--- src/rtl/error_queue_dispatcher.sv ---
// error_queue_dispatcher
//   Drains 64-bit error records from the error FIFO read interface and writes
//   each one into a circular queue in system memory through a single-beat
//   write port. Records arriving while the queue is full are still popped so
//   the FIFO never stalls, and they are counted as dropped. A coalesced
//   interrupt is raised on a record-count threshold or on an idle timeout.
//
//   Ports
//     CLK, RESET          clock; synchronous active-high reset
//     ENA                 enable; 0 stops new pops (a record in flight completes)
//     QBASE               queue base (64-bit-word address), sampled per record
//     SW_TAIL, TAIL_STB   software tail index and its load strobe
//     EVALID, ECD, ERD    FIFO valid, record, pop strobe
//     MEM_ACT, MEM_NEXT   write request / write accepted
//     MEM_ADDR, MEM_DATA  write address (QBASE + HEAD) and record
//     HEAD                next queue index to be written
//     IRQ, IRQ_ACK        level interrupt and its acknowledge
//     OVF_CNT             saturating dropped-record count
module error_queue_dispatcher #(
    parameter int unsigned QLOG2   = 8,
    parameter int unsigned THRESH  = 8,
    parameter int unsigned TIMEOUT = 1024
) (
    input  logic             CLK,
    input  logic             RESET,
    input  logic             ENA,
    input  logic [31:0]      QBASE,
    input  logic [QLOG2-1:0] SW_TAIL,
    input  logic             TAIL_STB,
    input  logic             EVALID,
    input  logic [63:0]      ECD,
    output logic             ERD,
    output logic             MEM_ACT,
    input  logic             MEM_NEXT,
    output logic [31:0]      MEM_ADDR,
    output logic [63:0]      MEM_DATA,
    output logic [QLOG2-1:0] HEAD,
    output logic             IRQ,
    input  logic             IRQ_ACK,
    output logic [15:0]      OVF_CNT
);

    localparam logic [15:0] THRESH_W = 16'(THRESH);
    localparam logic [15:0] TMR_LAST = 16'(TIMEOUT - 1);

    typedef enum logic [1:0] {IDLE, POP, WRITE, DROP} state_t;

    state_t           state;
    logic [QLOG2-1:0] tail;
    logic [15:0]      pend;
    logic [15:0]      tmr;

    logic [QLOG2-1:0] head_inc;
    logic             full;
    logic             write_done;
    logic             irq_set;

    // Natural QLOG2-bit wrap gives the modulo-depth increment.
    assign head_inc   = HEAD + 1'b1;
    assign full       = (head_inc == tail);
    assign write_done = (state == WRITE) && MEM_NEXT;
    assign irq_set    = (pend >= THRESH_W) || ((pend != '0) && (tmr == TMR_LAST));

    // Pop strobe is gated by EVALID so a vanished record is never consumed.
    assign ERD = (state == POP) && EVALID;

    always_ff @(posedge CLK) begin
        if (RESET) begin
            state    <= IDLE;
            MEM_ACT  <= 1'b0;
            MEM_ADDR <= '0;
            MEM_DATA <= '0;
            HEAD     <= '0;
            tail     <= '0;
            IRQ      <= 1'b0;
            OVF_CNT  <= '0;
            pend     <= '0;
            tmr      <= '0;
        end else begin
            if (TAIL_STB) begin
                tail <= SW_TAIL;
            end

            case (state)
                IDLE: begin
                    if (ENA && EVALID) begin
                        state <= POP;
                    end
                end
                POP: begin
                    // MEM_DATA doubles as the record holding register.
                    if (!EVALID) begin
                        state <= IDLE;
                    end else if (full) begin
                        state <= DROP;
                    end else begin
                        state    <= WRITE;
                        MEM_ACT  <= 1'b1;
                        MEM_ADDR <= QBASE + 32'(HEAD);
                        MEM_DATA <= ECD;
                    end
                end
                WRITE: begin
                    if (MEM_NEXT) begin
                        MEM_ACT <= 1'b0;
                        HEAD    <= head_inc;
                        state   <= IDLE;
                    end
                end
                DROP: begin
                    if (OVF_CNT != '1) begin
                        OVF_CNT <= OVF_CNT + 16'd1;
                    end
                    state <= IDLE;
                end
                default: state <= IDLE;
            endcase

            // Acknowledge dominates a simultaneous set; a write landing in the
            // ack cycle starts the new pending count at one.
            if (IRQ_ACK) begin
                IRQ  <= 1'b0;
                pend <= write_done ? 16'd1 : 16'd0;
                tmr  <= '0;
            end else begin
                if (irq_set) begin
                    IRQ <= 1'b1;
                end
                if (write_done) begin
                    if (pend != '1) begin
                        pend <= pend + 16'd1;
                    end
                    tmr <= '0;
                end else if ((pend != '0) && (state == IDLE) && (tmr != TMR_LAST)) begin
                    tmr <= tmr + 16'd1;
                end
            end
        end
    end

endmodule
--- config.mk ---
export PLATFORM = sky130hd
export DESIGN_NAME = error_queue_dispatcher
export DESIGN_NICKNAME = d
export VERILOG_FILES = /design/src/rtl/error_queue_dispatcher.sv
export SDC_FILE = /design/constraint.sdc
export NUM_CORES = 1
export LEC_CHECK = 0
export ABC_AREA = 1
export CAP_MARGIN = 5
export CORE_MARGIN = 5
export CORE_UTILIZATION = 49
export DETAILED_ROUTE_END_ITERATION = 10
export PLACE_DENSITY_LB_ADDON = 0.2
export SYNTH_ARGS = -nofsm -noshare
export SYNTH_HDL_FRONTEND = slang
export SYNTH_SLANG_ARGS = --single-unit
--- constraint.sdc ---
create_clock -name CLK -period 2.5 [get_ports CLK]
set_input_delay 0.5 -clock CLK [delete_from_list [all_inputs] [get_ports CLK]]
set_output_delay 0.5 -clock CLK [all_outputs]
set_load 0.005 [all_outputs]
After elaboration in Yosys (flattened, before gate mapping)
Index checks and enable logic that the tools add are counted.
W data, S select, Z words.
{"block": "totals", "inputBits": 111, "wordCells": 62, "ff_bits": 164, "out_inout_bits": 123}
{"block": "classes", "n_reduce_logical": 20, "n_mux": 13, "addsub": 5, "magnitude_cmp": 1, "n_bitwise": 1, "eq_ne": 12}
{"operator": "$add A16 B1 Y16 const B", "count": 3}
{"operator": "$mux W16", "count": 3}
{"operator": "$add A32 B8 Y32", "count": 1}
{"operator": "$ne A16 B16 Y1 const B", "count": 2}
{"operator": "$eq A16 B10 Y1 const B", "count": 1}
{"operator": "$ge A16 B4 Y1 const B", "count": 1}
{"operator": "$ne A16 B10 Y1 const B", "count": 1}
{"operator": "$reduce_bool A16 Y1", "count": 1}
{"operator": "$add A8 B1 Y8 const B", "count": 1}
{"operator": "$eq A8 B8 Y1", "count": 1}
{"operator": "$ne A2 B2 Y1 const B", "count": 4}
{"operator": "$pmux W2 S4", "count": 1}
{"operator": "$reduce_and A2 Y1", "count": 4}
{"operator": "$logic_and A1 B1 Y1", "count": 6}
{"operator": "$mux W2", "count": 3}
{"operator": "$reduce_bool A2 Y1", "count": 3}
{"operator": "$mux W1", "count": 5}
{"operator": "$eq A2 B2 Y1 const B", "count": 2}
{"operator": "$reduce_and A4 Y1", "count": 1}
{"operator": "$reduce_and A3 Y1", "count": 1}
{"operator": "$reduce_or A3 Y1", "count": 1}
{"operator": "$eq A2 B1 Y1 const B", "count": 1}
{"operator": "$logic_not A2 Y1", "count": 1}
{"operator": "$pmux W1 S2", "count": 1}
{"operator": "other kinds (3)", "count": 3}

Logic depth before layout (Yosys ltp)
Gate-level depths: netlist of the first run.
{"block": "logic_depth", "depth_word": 5, "depth_mapped": 15, "ltp_nobuf": 14}

Least setup slack after synthesis of the first run
Ideal clock, no wire load.
{"block": "synth_path", "path_type": "input to register", "start": "input port QBASE[2]", "end": "register MEM_ADDR[9]", "setup_ns": 0.115, "arrival_time_ns": 1.867, "path_slack_ns": 0.518, "cell_stages": 10, "n_path_buf": 0, "t_required_ns": 2.385, "cell_sequence": "ha_1 > or2_2 > nand3_1 > nand2_1 > nand2_1 > nand2_1 > xnor2_1 > nand3_1 > nand2_1 > nor2_1"}
{"block": "synth_between", "elab_chain_len": 1}
{"item": "start: declaration", "line_no": "27", "rtl": "input logic [31:0] QBASE,"}
{"item": "$add A32 B8 Y32", "line_no": "99", "rtl": "MEM_ADDR <= QBASE + 32'(HEAD);"}
{"item": "end signal: assignment", "line_no": "99"}
{"item": "end: declaration", "line_no": "35", "rtl": "output logic [31:0] MEM_ADDR,"}
No other way between the ends.
A chain may end at the register's enable or synchronous reset.

Worst setup path in the final report of the first run
{"block": "layout_path", "start": "input port EVALID", "end": "output port ERD"}
{"block": "layout_between", "elab_chain_len": 1}
{"item": "start: declaration", "line_no": "30", "rtl": "input logic EVALID,"}
{"item": "$logic_and A1 B1 Y1", "line_no": "65", "rtl": "assign ERD = (state == POP) && EVALID;"}
{"item": "end: declaration", "line_no": "32", "rtl": "output logic ERD,"}
No other way between the ends.

==> results of run 1 <==
layout by cell type, fill, tap and decap left out, drive strengths merged, types with 6 or more instances in the layout:
cell           instances
a21oi                134
buf                   30
clkbuf                20
clkdlybuf4s50        233
clkinv                 6
dfxtp                164
ha                    13
inv                  113
nand2                338
nand3                 88
nand3b                75
nand4                 21
nor2                 218
nor3                  19
o21ai                 29
xnor2                 17
xor2                  12
sequential cells by signal, indices dropped and copies added, names as in the netlist:
| signal | count |
|---|---|
| MEM_DATA | 64 |
| MEM_ADDR | 32 |
| OVF_CNT | 16 |
| pend | 16 |
| tmr | 16 |
| HEAD | 8 |
| tail | 8 |
| state | 2 |
| IRQ | 1 |
| MEM_ACT | 1 |
routing by layer:
layer  global-route usage [%]  up-vias  routed length (µm)
met4                     8.47        0                 637
met1                     31.1     4147               11200
met3                     5.06       48                1870
met2                     40.7      300               12000
met5                        0        -                   0
li1                         -     4715                   -
per-stage QoR:
step | instance area (µm²) | setup slack (ns)
floorplan | 8710 | 0.518
global placement | 11300 | -0.0208
detailed placement | 11300 | -0.0562
CTS | 11900 | 0.147
global route | 11900 | -0.00426
finish | 11900 | 0.143
cell type report:
type | instances | area [µm²] | share of cell area [%]
Tap cell | 225 | 282 | 2.36
Sequential cell | 164 | 3280 | 27.5
Multi-Input combinational cell | 987 | 4730 | 39.6
Clock inverter | 12 | 140 | 1.17
Clock buffer | 20 | 467 | 3.91
Timing Repair Buffer | 263 | 2620 | 21.9
Inverter | 111 | 420 | 3.52
final timing paths:
kind                   to  cells past startpoint
min               pend[4]                      2
min reg2reg       pend[4]                      2
max reg2reg  MEM_ADDR[11]                     10
max                   ERD                      4
worst register-to-register path, stage by stage, from the launching register on:
cell	delay (ns)
dfxtp_1	0.46
nand2_1	0.13
nor2_1	0.21
nand3_1	0.13
nand3_1	0.10
nand2_1	0.06
nor2_1	0.17
nand3_4	0.30
buf_4	0.37
a21oi_1	0.18
nor2_1	0.06
cells by family (layout without fill, tap and decap cells):
family / Yosys count / count (layout) / share of synthesized area [%]
simple gates: 771 / 771 / 39.0
compound gates: 173 / 173 / 10.1
buf+inv: 169 / 406 / 8.16
flops: 164 / 164 / 37.7
xor+xnor: 29 / 29 / 2.91
fa+ha+maj: 14 / 14 / 2.10
power by group through the flow:
stage / sequential [W] / clock [W] / combinational [W]
after floorplan: 0.00287 / 0 / 0.000647
after global placement: 0.00286 / 0 / 0.00122
after detailed placement: 0.00287 / 0 / 0.00123
after CTS: 0.00281 / 0.00273 / 0.00123
after global routing: 0.00282 / 0.00285 / 0.00136
final: 0.00281 / 0.00268 / 0.00123
==> metrics, run 1 <==
Post-synth ARST share 0%; CP most frequent cell clkdlybuf4s50_1; Avg Cell Area, Syn 6.60 µm²; vias per inst 5.17; Post-synth EDFFs 0; Sink Count 164; Hold Crit Class reg2reg; Die Area 20600 µm²; post-synthesis sequential area ratio 37.7%; hold_buf cts 0; worst endpoint required time 2.00 ns; CTS tree yes; Power Internal 0.00493 W; Slew Limit Fails 0; sw power 0.00180 W; Worst-path clk slew 0.06 ns; Arr. time, crit path 1.86 ns; Synth area leaders dfxtp_1 38%, nand2_1 15%, nor2_1 9.3%; Initial Util 50.2%; ys flop type dfxtp_1; max cap viols 0; Port-buffer cells 233; most numerous cell in the Yosys netlist nand2_1; GRT Util Overall 24.3%; Yosys top cell area share 37.7%; Max Clock Skew 0.0110 ns; GR Overflow Total 0; share of cells above drive strength 1 4.56%; DR WL/cell 14.4 µm; Syn. warnings 0; Worst Setup SP EVALID; drt first pass iters 5; hold slack 0.470 ns; Cells after DPL 1750; post-synth top area cell dfxtp_1; vias in the first global route 8412; Worst-Margin Slew 0.503 ns; Post-DRT Antenna Nets 0; DPL Wire Length 18.9 mm; # diodes 0; Critical Path Fanout Max 3; Bufs and invs on worst path 3; CP top delay family buffers and inverters; worst setup path class in2out; Setup-failing EPs final 0; Hold Crit Start pend[4]; Seq cells post-synth 164; final setup TNS 0 ns; Final Net Count 1669; fin util 68.8%; placer congestion estimate 0.966; peak supply drop 0.473 mV; Vias 9210; io pins 234; Sw Ratio 26.7%; fmax 424 MHz; WL final 25.7 mm; largest net degree at the start of global routing 118; die width 143 µm; worst reg-to-reg setup slack 0.21 ns; final instance count without filler cells 1782; fin crit period 2.36 ns; Worst-Skew Late Latency 0.43 ns; post_cts resized 0; clk buf depth 2; cts bufs inserted 17; number of setup buffers added after CTS 0; Lkg Pwr 4.85 nW; CP Launch Type input port; htree depth 4; first-pass GRT wire length 40.9 mm; status complete, no violations; reg2reg start HEAD[2]; fillers 1547; PD cells 563 nW/µm²; CP peak stage delay 0.59 ns; post-synthesis cell type count 31; Final Hold Viols 0; initial antenna violation count 0; Cell Rows 48; RSZ-0062 raised after global routing true; Slew HR 66.2%; Mapped Nets 1445; die height 143 µm; core area 17400 µm²; period utilization 94.3%; clk root buf clkbuf_16; Pwr Total 0.00672 W; synthesized instance count 1320; crit path cell chain clkdlybuf4s50_1 > nand2_1 > inv_4 > clkdlybuf4s50_1; Cell Area, Synth 8710 µm²; sequential share of power 41.8%; logic gate share of total power 18.4%; Worst setup EP type primary output; Area growth syn-to-layout 37.1%; synth cell count leaders 337 x nand2_1, 217 x nor2_1, 164 x dfxtp_1; Worst path slowest cell clkdlybuf4s50_1; clock power share 39.8%; Remaining DRCs 0; 1st-iter DRT viols 580
Note: power is estimated with default switching activity, not from simulation.
==> inputs of run 2 (changes only) <==
--- a/config.mk
+++ b/config.mk
@@ -11,6 +11,7 @@
 export CORE_UTILIZATION = 49
 export DETAILED_ROUTE_END_ITERATION = 10
 export PLACE_DENSITY_LB_ADDON = 0.2
+export SLEW_MARGIN = 25
 export SYNTH_ARGS = -nofsm -noshare
 export SYNTH_HDL_FRONTEND = slang
 export SYNTH_SLANG_ARGS = --single-unit
==> results of run 2 <==
The final DEF is identical to that of run 1; final timing and power are the same.
